--- src/rtl/ocm_arbiter.sv ---
// Sequencer/arbiter sharing the single-port terrain/sprite RAM between Avalon-MM and two burst readers.
// Latency: Avalon write 2 cycles, Avalon read 3 cycles, burst beats start 2 cycles after grant.
// Backpressure: Avalon stalls via waitrequest; burst clients hold req until a one-cycle grant pulse.
//
// Ports:
//   clk_i, reset_i          : clock, synchronous active-high reset
//   avl_*                   : Avalon-MM slave (word addressed, 32-bit, byte enables)
//   b0_* / b1_*             : burst read clients (0 = renderer, 1 = collision engine)
//   ram_*                   : single-port RAM macro, read data one cycle after address
module ocm_arbiter #(
    parameter int DEPTH = 1500,
    parameter int AW    = 11,
    parameter int MAXB  = 16
) (
    input  logic          clk_i,
    input  logic          reset_i,

    input  logic          avl_read_i,
    input  logic          avl_write_i,
    input  logic [AW-1:0] avl_address_i,
    input  logic [3:0]    avl_byteenable_i,
    input  logic [31:0]   avl_writedata_i,
    output logic [31:0]   avl_readdata_o,
    output logic          avl_waitrequest_o,

    input  logic          b0_req_i,
    input  logic [AW-1:0] b0_addr_i,
    input  logic [4:0]    b0_len_i,
    output logic          b0_grant_o,
    output logic          b0_valid_o,
    output logic [31:0]   b0_data_o,
    output logic          b0_done_o,
    output logic          b0_err_o,

    input  logic          b1_req_i,
    input  logic [AW-1:0] b1_addr_i,
    input  logic [4:0]    b1_len_i,
    output logic          b1_grant_o,
    output logic          b1_valid_o,
    output logic [31:0]   b1_data_o,
    output logic          b1_done_o,
    output logic          b1_err_o,

    output logic [AW-1:0] ram_addr_o,
    output logic          ram_we_o,
    output logic [3:0]    ram_be_o,
    output logic [31:0]   ram_wdata_o,
    input  logic [31:0]   ram_rdata_i
);

    localparam logic [AW:0] DEPTH_W = (AW+1)'(DEPTH);
    localparam logic [4:0]  MAXB_W  = 5'(MAXB);

    typedef enum logic [2:0] {
        S_IDLE,
        S_AVL_WR,
        S_AVL_RD,
        S_AVL_RDWAIT,
        S_BURST,
        S_DRAIN
    } state_t;

    state_t        state_q, state_d;
    logic          rr_q, rr_d;        // 0: Avalon wins a tie with b1, 1: b1 wins
    logic          owner_q, owner_d;  // burst owner: 0 = b0, 1 = b1
    logic          rej_q, rej_d;      // current burst was rejected at accept time
    logic [AW-1:0] addr_q, addr_d;
    logic [4:0]    len_q, len_d;
    logic [4:0]    cnt_q, cnt_d;

    // ------------------------------------------------------------------
    // Arbitration (only acted upon in IDLE)
    // ------------------------------------------------------------------
    logic          avl_req;
    logic          win_b0, win_b1, win_avl;
    logic [AW-1:0] req_addr;
    logic [4:0]    req_len;
    logic [AW:0]   req_end;
    logic          req_bad;
    logic          avl_in_range;

    assign avl_req = avl_read_i | avl_write_i;

    // b0 always wins; Avalon and b1 only compete when b0 is quiet.
    assign win_b0  = b0_req_i;
    assign win_avl = ~b0_req_i & avl_req  & (~b1_req_i | ~rr_q);
    assign win_b1  = ~b0_req_i & b1_req_i & (~avl_req  |  rr_q);

    assign req_addr = win_b1 ? b1_addr_i : b0_addr_i;
    assign req_len  = win_b1 ? b1_len_i  : b0_len_i;

    // End address is computed one bit wider so a burst near the top of the
    // address space cannot wrap around and pass the bounds check.
    assign req_end = {1'b0, req_addr} + {{(AW-4){1'b0}}, req_len};
    assign req_bad = (req_len == 5'd0) | (req_len > MAXB_W) | (req_end > DEPTH_W);

    // Avalon master holds the address for the whole access, so the range
    // check can be taken straight from the port in every Avalon state.
    assign avl_in_range = ({1'b0, avl_address_i} < DEPTH_W);

    // ------------------------------------------------------------------
    // State register
    // ------------------------------------------------------------------
    always_ff @(posedge clk_i) begin
        if (reset_i) begin
            state_q <= S_IDLE;
            rr_q    <= 1'b0;
            owner_q <= 1'b0;
            rej_q   <= 1'b0;
            addr_q  <= '0;
            len_q   <= '0;
            cnt_q   <= '0;
        end else begin
            state_q <= state_d;
            rr_q    <= rr_d;
            owner_q <= owner_d;
            rej_q   <= rej_d;
            addr_q  <= addr_d;
            len_q   <= len_d;
            cnt_q   <= cnt_d;
        end
    end

    // ------------------------------------------------------------------
    // Next-state logic
    // ------------------------------------------------------------------
    always_comb begin
        state_d = state_q;
        rr_d    = rr_q;
        owner_d = owner_q;
        rej_d   = rej_q;
        addr_d  = addr_q;
        len_d   = len_q;
        cnt_d   = cnt_q;

        unique case (state_q)
            S_IDLE: begin
                if (win_b0 | win_b1) begin
                    owner_d = win_b1;
                    addr_d  = req_addr;
                    len_d   = req_len;
                    cnt_d   = '0;
                    rej_d   = req_bad;
                    // A rejected burst skips straight to the done/err cycle.
                    state_d = req_bad ? S_DRAIN : S_BURST;
                end else if (win_avl) begin
                    // Write takes precedence if a master raises both strobes.
                    state_d = avl_write_i ? S_AVL_WR : S_AVL_RD;
                end
                if (win_avl | win_b1) begin
                    rr_d = ~rr_q;
                end
            end
            S_AVL_WR: begin
                state_d = S_IDLE;
            end
            S_AVL_RD: begin
                state_d = S_AVL_RDWAIT;
            end
            S_AVL_RDWAIT: begin
                state_d = S_IDLE;
            end
            S_BURST: begin
                if (cnt_q == len_q - 5'd1) begin
                    state_d = S_DRAIN;
                end else begin
                    cnt_d = cnt_q + 5'd1;
                end
            end
            S_DRAIN: begin
                state_d = S_IDLE;
                rej_d   = 1'b0;
            end
            default: begin
                state_d = S_IDLE;
            end
        endcase
    end

    // ------------------------------------------------------------------
    // Outputs
    // ------------------------------------------------------------------
    logic beat_vld;
    logic drain;

    // Address issued in BURST cycle n returns from the RAM in cycle n+1, so
    // a beat is present on every BURST cycle after the first and in DRAIN
    // (the final beat), unless the burst was rejected.
    assign beat_vld = ((state_q == S_BURST) && (cnt_q != 5'd0)) ||
                      ((state_q == S_DRAIN) && !rej_q);
    assign drain    = (state_q == S_DRAIN);

    always_comb begin
        ram_addr_o        = '0;
        ram_we_o          = 1'b0;
        ram_be_o          = 4'h0;
        ram_wdata_o       = 32'h0;
        avl_readdata_o    = 32'h0;
        avl_waitrequest_o = 1'b1;

        b0_grant_o = 1'b0;
        b0_valid_o = 1'b0;
        b0_data_o  = 32'h0;
        b0_done_o  = 1'b0;
        b0_err_o   = 1'b0;
        b1_grant_o = 1'b0;
        b1_valid_o = 1'b0;
        b1_data_o  = 32'h0;
        b1_done_o  = 1'b0;
        b1_err_o   = 1'b0;

        unique case (state_q)
            S_IDLE: begin
                b0_grant_o = win_b0;
                b1_grant_o = win_b1;
            end
            S_AVL_WR: begin
                ram_addr_o        = avl_address_i;
                // Out-of-range writes are silently dropped.
                ram_we_o          = avl_in_range;
                ram_be_o          = avl_byteenable_i;
                ram_wdata_o       = avl_writedata_i;
                avl_waitrequest_o = 1'b0;
            end
            S_AVL_RD: begin
                ram_addr_o = avl_address_i;
            end
            S_AVL_RDWAIT: begin
                ram_addr_o        = avl_address_i;
                avl_readdata_o    = avl_in_range ? ram_rdata_i : 32'h0;
                avl_waitrequest_o = 1'b0;
            end
            S_BURST: begin
                ram_addr_o = addr_q + {{(AW-5){1'b0}}, cnt_q};
            end
            S_DRAIN: begin
                ram_addr_o = '0;
            end
            default: begin
                ram_addr_o = '0;
            end
        endcase

        // Beat data comes straight from the RAM output register; only the
        // owning client ever sees it.
        if (owner_q) begin
            b1_valid_o = beat_vld;
            b1_data_o  = beat_vld ? ram_rdata_i : 32'h0;
            b1_done_o  = drain;
            b1_err_o   = drain & rej_q;
        end else begin
            b0_valid_o = beat_vld;
            b0_data_o  = beat_vld ? ram_rdata_i : 32'h0;
            b0_done_o  = drain;
            b0_err_o   = drain & rej_q;
        end
    end

endmodule

--- config.mk ---
export PLATFORM = sky130hd
export DESIGN_NAME = ocm_arbiter
export DESIGN_NICKNAME = d
export VERILOG_FILES = /design/src/rtl/ocm_arbiter.sv
export SDC_FILE = /design/constraint.sdc
export NUM_CORES = 1
export LEC_CHECK = 0
export ABC_AREA = 1
export CORE_AREA = 2 2 104 106
export DETAILED_ROUTE_END_ITERATION = 10
export DIE_AREA = 0 0 106 108
export DONT_BUFFER_PORTS = 1
export GPL_TIMING_DRIVEN = 0
export PLACE_DENSITY_LB_ADDON = 0.25
export SLEW_MARGIN = 20
export SYNTH_ARGS = -nofsm -noshare
export SYNTH_HDL_FRONTEND = slang
export SYNTH_SLANG_ARGS = --single-unit
--- constraint.sdc ---
create_clock -name clk_i -period 5.55 [get_ports clk_i]
set_input_delay 1.11 -clock clk_i [delete_from_list [all_inputs] [get_ports clk_i]]
set_output_delay 1.11 -clock clk_i [all_outputs]
set_load 0.02 [all_outputs]
==> metrics.md <==
| Metric | Value |
|---|---|
| Worst-path clk slew | ~100 ps |
| Initial antenna violation count | 0 |
| Synth Area in Compound Gates | 0.136 |
| Post-route setup TNS | 0 ps |
| Post-cts resize count | 0 |
| Clock sink count | 27 |
| Cts hold-fix bufs | 0 |
| Peak per-stage delay on the critical path | 510 ps |
| Ys Warns | 0 |
| Postcts setup bufs | 0 |
| Crit path DAT | 3140 ps |
| Synthesized cell area | around 3400 sq um |
| CP cell instances | nor2_1 -> inv_1 -> clkbuf_1 -> nor2_1 -> o21ai_0 -> o21ai_0 -> inv_1 -> nor2_1 -> inv_1 -> clkbuf_1 -> nor2_1 |
| Sequential power share | 0.238 |
| Peak supply drop | between 0.1 and 0.15 mV |
| Final HPWL DP | 11700 um |
| Sw frac | 0.589 |
| Startpoint Class | flop |
| CP bufs+invs | 5 |
| Number of I/O pins | 270 |
| # rows | 37 |
| Hold crit path type | reg2reg |
| Clock share of power | 0.095 |
| Placed Area | between 3000 and 4000 sq um |
| Crit Reg-Reg Startpoint | rr_q$_SDFFE_PP0P_ |
| Critical Path RT | 4440 ps |
| Die ar. | around 11000 sq um |
| Clk_lat worst skew | 270 ps |
| Period utilization | 0.765 |
| Via count | 3985 |
| CP endpoint kind | output pin |
| Number of synthesized flops with an enable pin | 0 |
| Port bufs | 0 |
| DRT iter0 DRCs | 333 |
| Unrepaired setup endpoints after global routing | false |
| Cell area after layout | ~3600 sq um |
| Share of cells above drive strength 1 | 0.0734 |
| Mapped Nets | roughly 760 |
| Most used cell, CP | nor2_1 |
| Pwr/cell area | 327 nW/um^2 |
| Worst path top cell family by delay | simple AND/OR/NAND/NOR gates |
| Slew margin rel. | 0.418 |
| Fin. max-slew vios | 0 |
| Crit path kind | reg2out |
| # diodes | 0 |
| Maxcap violations | 0 |
| Worst Tran Pin Value | roughly 870 ps |
| Post-route insts no fill | between 700 and 800 |
| GR Util All Layers | 0.217 |
| Outcome | complete, no violations |
| Drt pass-1 iters | 5 |
| Logic pwr share | 0.667 |
| Slowest stage cell, crit path | nor2_1 |
| Syn avg cell area | 5.44 sq um |
| Core box area | 10200 sq um |
| H-tree levels | 1 |
| Hold path startpoint | rr_q$_SDFFE_PP0P_ |
| Wire per inst | 17.9 um |
| Psw | ~690 uW |
| Crit Path Max Fanout | 10 |
| Post-synthesis sequential area ratio | 0.160 |
| First-pass GRT wire length | just under 20000 um |
| DIE HEIGHT | between 100 and 150 um |
| LEAKAGE | about 0.0019 uW |
| Final setup vio count | 0 |
| Cell count after synthesis | 623 |
| Internal power | 485 uW |
| CTS Buf Count | 3 |
| CTS Buffer Depth | 2 |
| Largest family of logic cells by synthesized area | simple AND/OR/NAND/NOR gates |
| Yosys reg bits | 27 |
| Root Buffer | clkbuf_8 |
| Die W | between 100 and 150 um |
| Layout area overhead | 6.35% |
| Drt via density | about 5.2 |
| Crit path from | state_q[1]$_SDFFE_PP0P_ |
| Post-synth cell types | 41 |
| Achievable Freq | about 240 MHz |
| XOR/XNOR share of the synthesized area | 0.0259 |
| Dpl cells | 759 |
| Simple-gate share of the synthesized area | 0.440 |
| Total power | roughly 1200 uW |
| Final clock skew | 10.1 ps |
| Vias in the first global route | 3397 |
| Total gr overflow | 0 |
| Starting Density | 0.331 |
| Final Wtd Congestion | 0.873 |
| Mux cell area share after synthesis | 0.00406 |
| Worst Hold Margin | 460 ps |
| NumNets Final | 760 |
| Most used flip-flop cell after synthesis | dfxtp_1 |
| Final WL | ~14000 um |
| Post-detailed-route count of antenna-violating nets | 0 |
| Adder-Cell Fraction of Synth Area | 0.0598 |
| Final min period | 4250 ps |
| Number of remaining DRC errors | 0 |
| Final hold violations | 0 |
| Largest net degree at the start of global routing | 15 |
| Async SR Flop Fraction | 0 |
| CTS tree | yes |
-- final timing paths --
check | end | slack (ps) | cells past startpoint
worst min-delay path | rr_q$_SDFFE_PP0P_ | 460 | 1
worst min register to register | rr_q$_SDFFE_PP0P_ | 460 | 1
worst max register to register | state_q[0]$_SDFFE_PP0P_ | 2400 | 19
worst max-delay path | b1_data_o[23] | 1300 | 11
-- cells in the mapped netlist, types with 2 or more instances --
library cell | n | area (sq um)
a211oi_1 | 3 | 22.5
a21oi_1 | 26 | 130
a31oi_1 | 5 | 31.3
buf_6 | 2 | 22.5
clkbuf_1 | 23 | 86.3
dfxtp_1 | 27 | 541
fa_1 | 2 | 40.0
ha_1 | 13 | 163
inv_1 | 124 | 465
inv_2 | 2 | 7.51
nand2_1 | 85 | 319
nand2_2 | 22 | 138
nand3_1 | 30 | 150
nand3b_1 | 3 | 22.5
nand4_1 | 5 | 31.3
nor2_1 | 137 | 514
nor3_1 | 40 | 200
o21ai_0 | 30 | 150
o21ai_1 | 4 | 20.0
o21ai_2 | 2 | 17.5
o21bai_1 | 2 | 15.0
o22ai_1 | 4 | 25.0
or2_2 | 6 | 37.5
xnor2_1 | 8 | 70.1
xor2_1 | 2 | 17.5
-- worst register-to-register path: cells and delay by family (launching register included) --
kind                     cells  cell delay (ps)
buffers and inverters        3              380
AND/OR/NAND/NOR              8              960
adder cells (fa/ha/maj)      2              730
flip-flops                   1              330
AO/OA/AOI/OAI                6              730
-- layout make-up --
class                           count  area, sq um
Fill cell                        1165         6630
Multi-Input combinational cell    443         2260
Sequential cell                    27          541
Inverter                          127          478
Tap cell                          136          170
Buffer                             26          113
Clock buffer                        4         45.0
-- cell usage in the layout (no fill, tap or decap), types with 3 or more instances in the layout --
cell	synthesis	routed
o21ai_0	30	30
nand2_1	85	85
inv_1	124	124
a31oi_1	5	5
o21ai_1	4	4
xnor2_1	8	8
a21oi_1	26	26
ha_1	13	13
a211oi_1	3	3
nor2_1	137	137
clkbuf_8	0	3
nor3_1	40	40
nand3b_1	3	3
nand4_1	5	5
nand3_1	30	30
nand2_2	22	22
clkbuf_1	23	24
or2_2	6	6
dfxtp_1	27	27
o22ai_1	4	4
-- registers in the layout, summed over array words and instances, names as in the netlist --
register and cells:
addr_q 11, cnt_q 5, len_q 5, state_q 3, owner_q 1, rej_q 1, rr_q 1
-- per-layer routing --
layer,wire [um],up-vias,GRT usage
met5,0,-,0
li1,-,1939,-
met1,6090,1810,0.297
met3,1040,14,0.0350
met4,184,0,0.0517
met2,6320,222,0.358
-- metrics by stage --
step,util,worst slack (ps)
after floorplan,-,2110
after global placement,0.348,1640
after detailed placement,0.348,1630
after CTS,0.352,1350
after global routing,0.352,1090
final,0.352,1300
-- power groups by stage --
stage / combinational [uW] / clock (uW) / sequential, uW
after floorplan: 631 / 0 / 274
after global placement: 770 / 0 / 284
after detailed placement: 781 / 0 / 285
after CTS: 784 / 113 / 281
after global routing: 867 / 123 / 288
final: 787 / 112 / 281
-- cells by family (layout without fill, tap and decap cells) --
kind of cell	count (synthesis)	count (layout)
and+or+nand+nor	336	336
buffers and inverters	153	157
AOI/OAI and AO/OA	81	81
DFF	27	27
adders and majority gates	15	15
xor gates and xnor gates	10	10
muxes	1	1
Power figures use the tool's default switching activity.
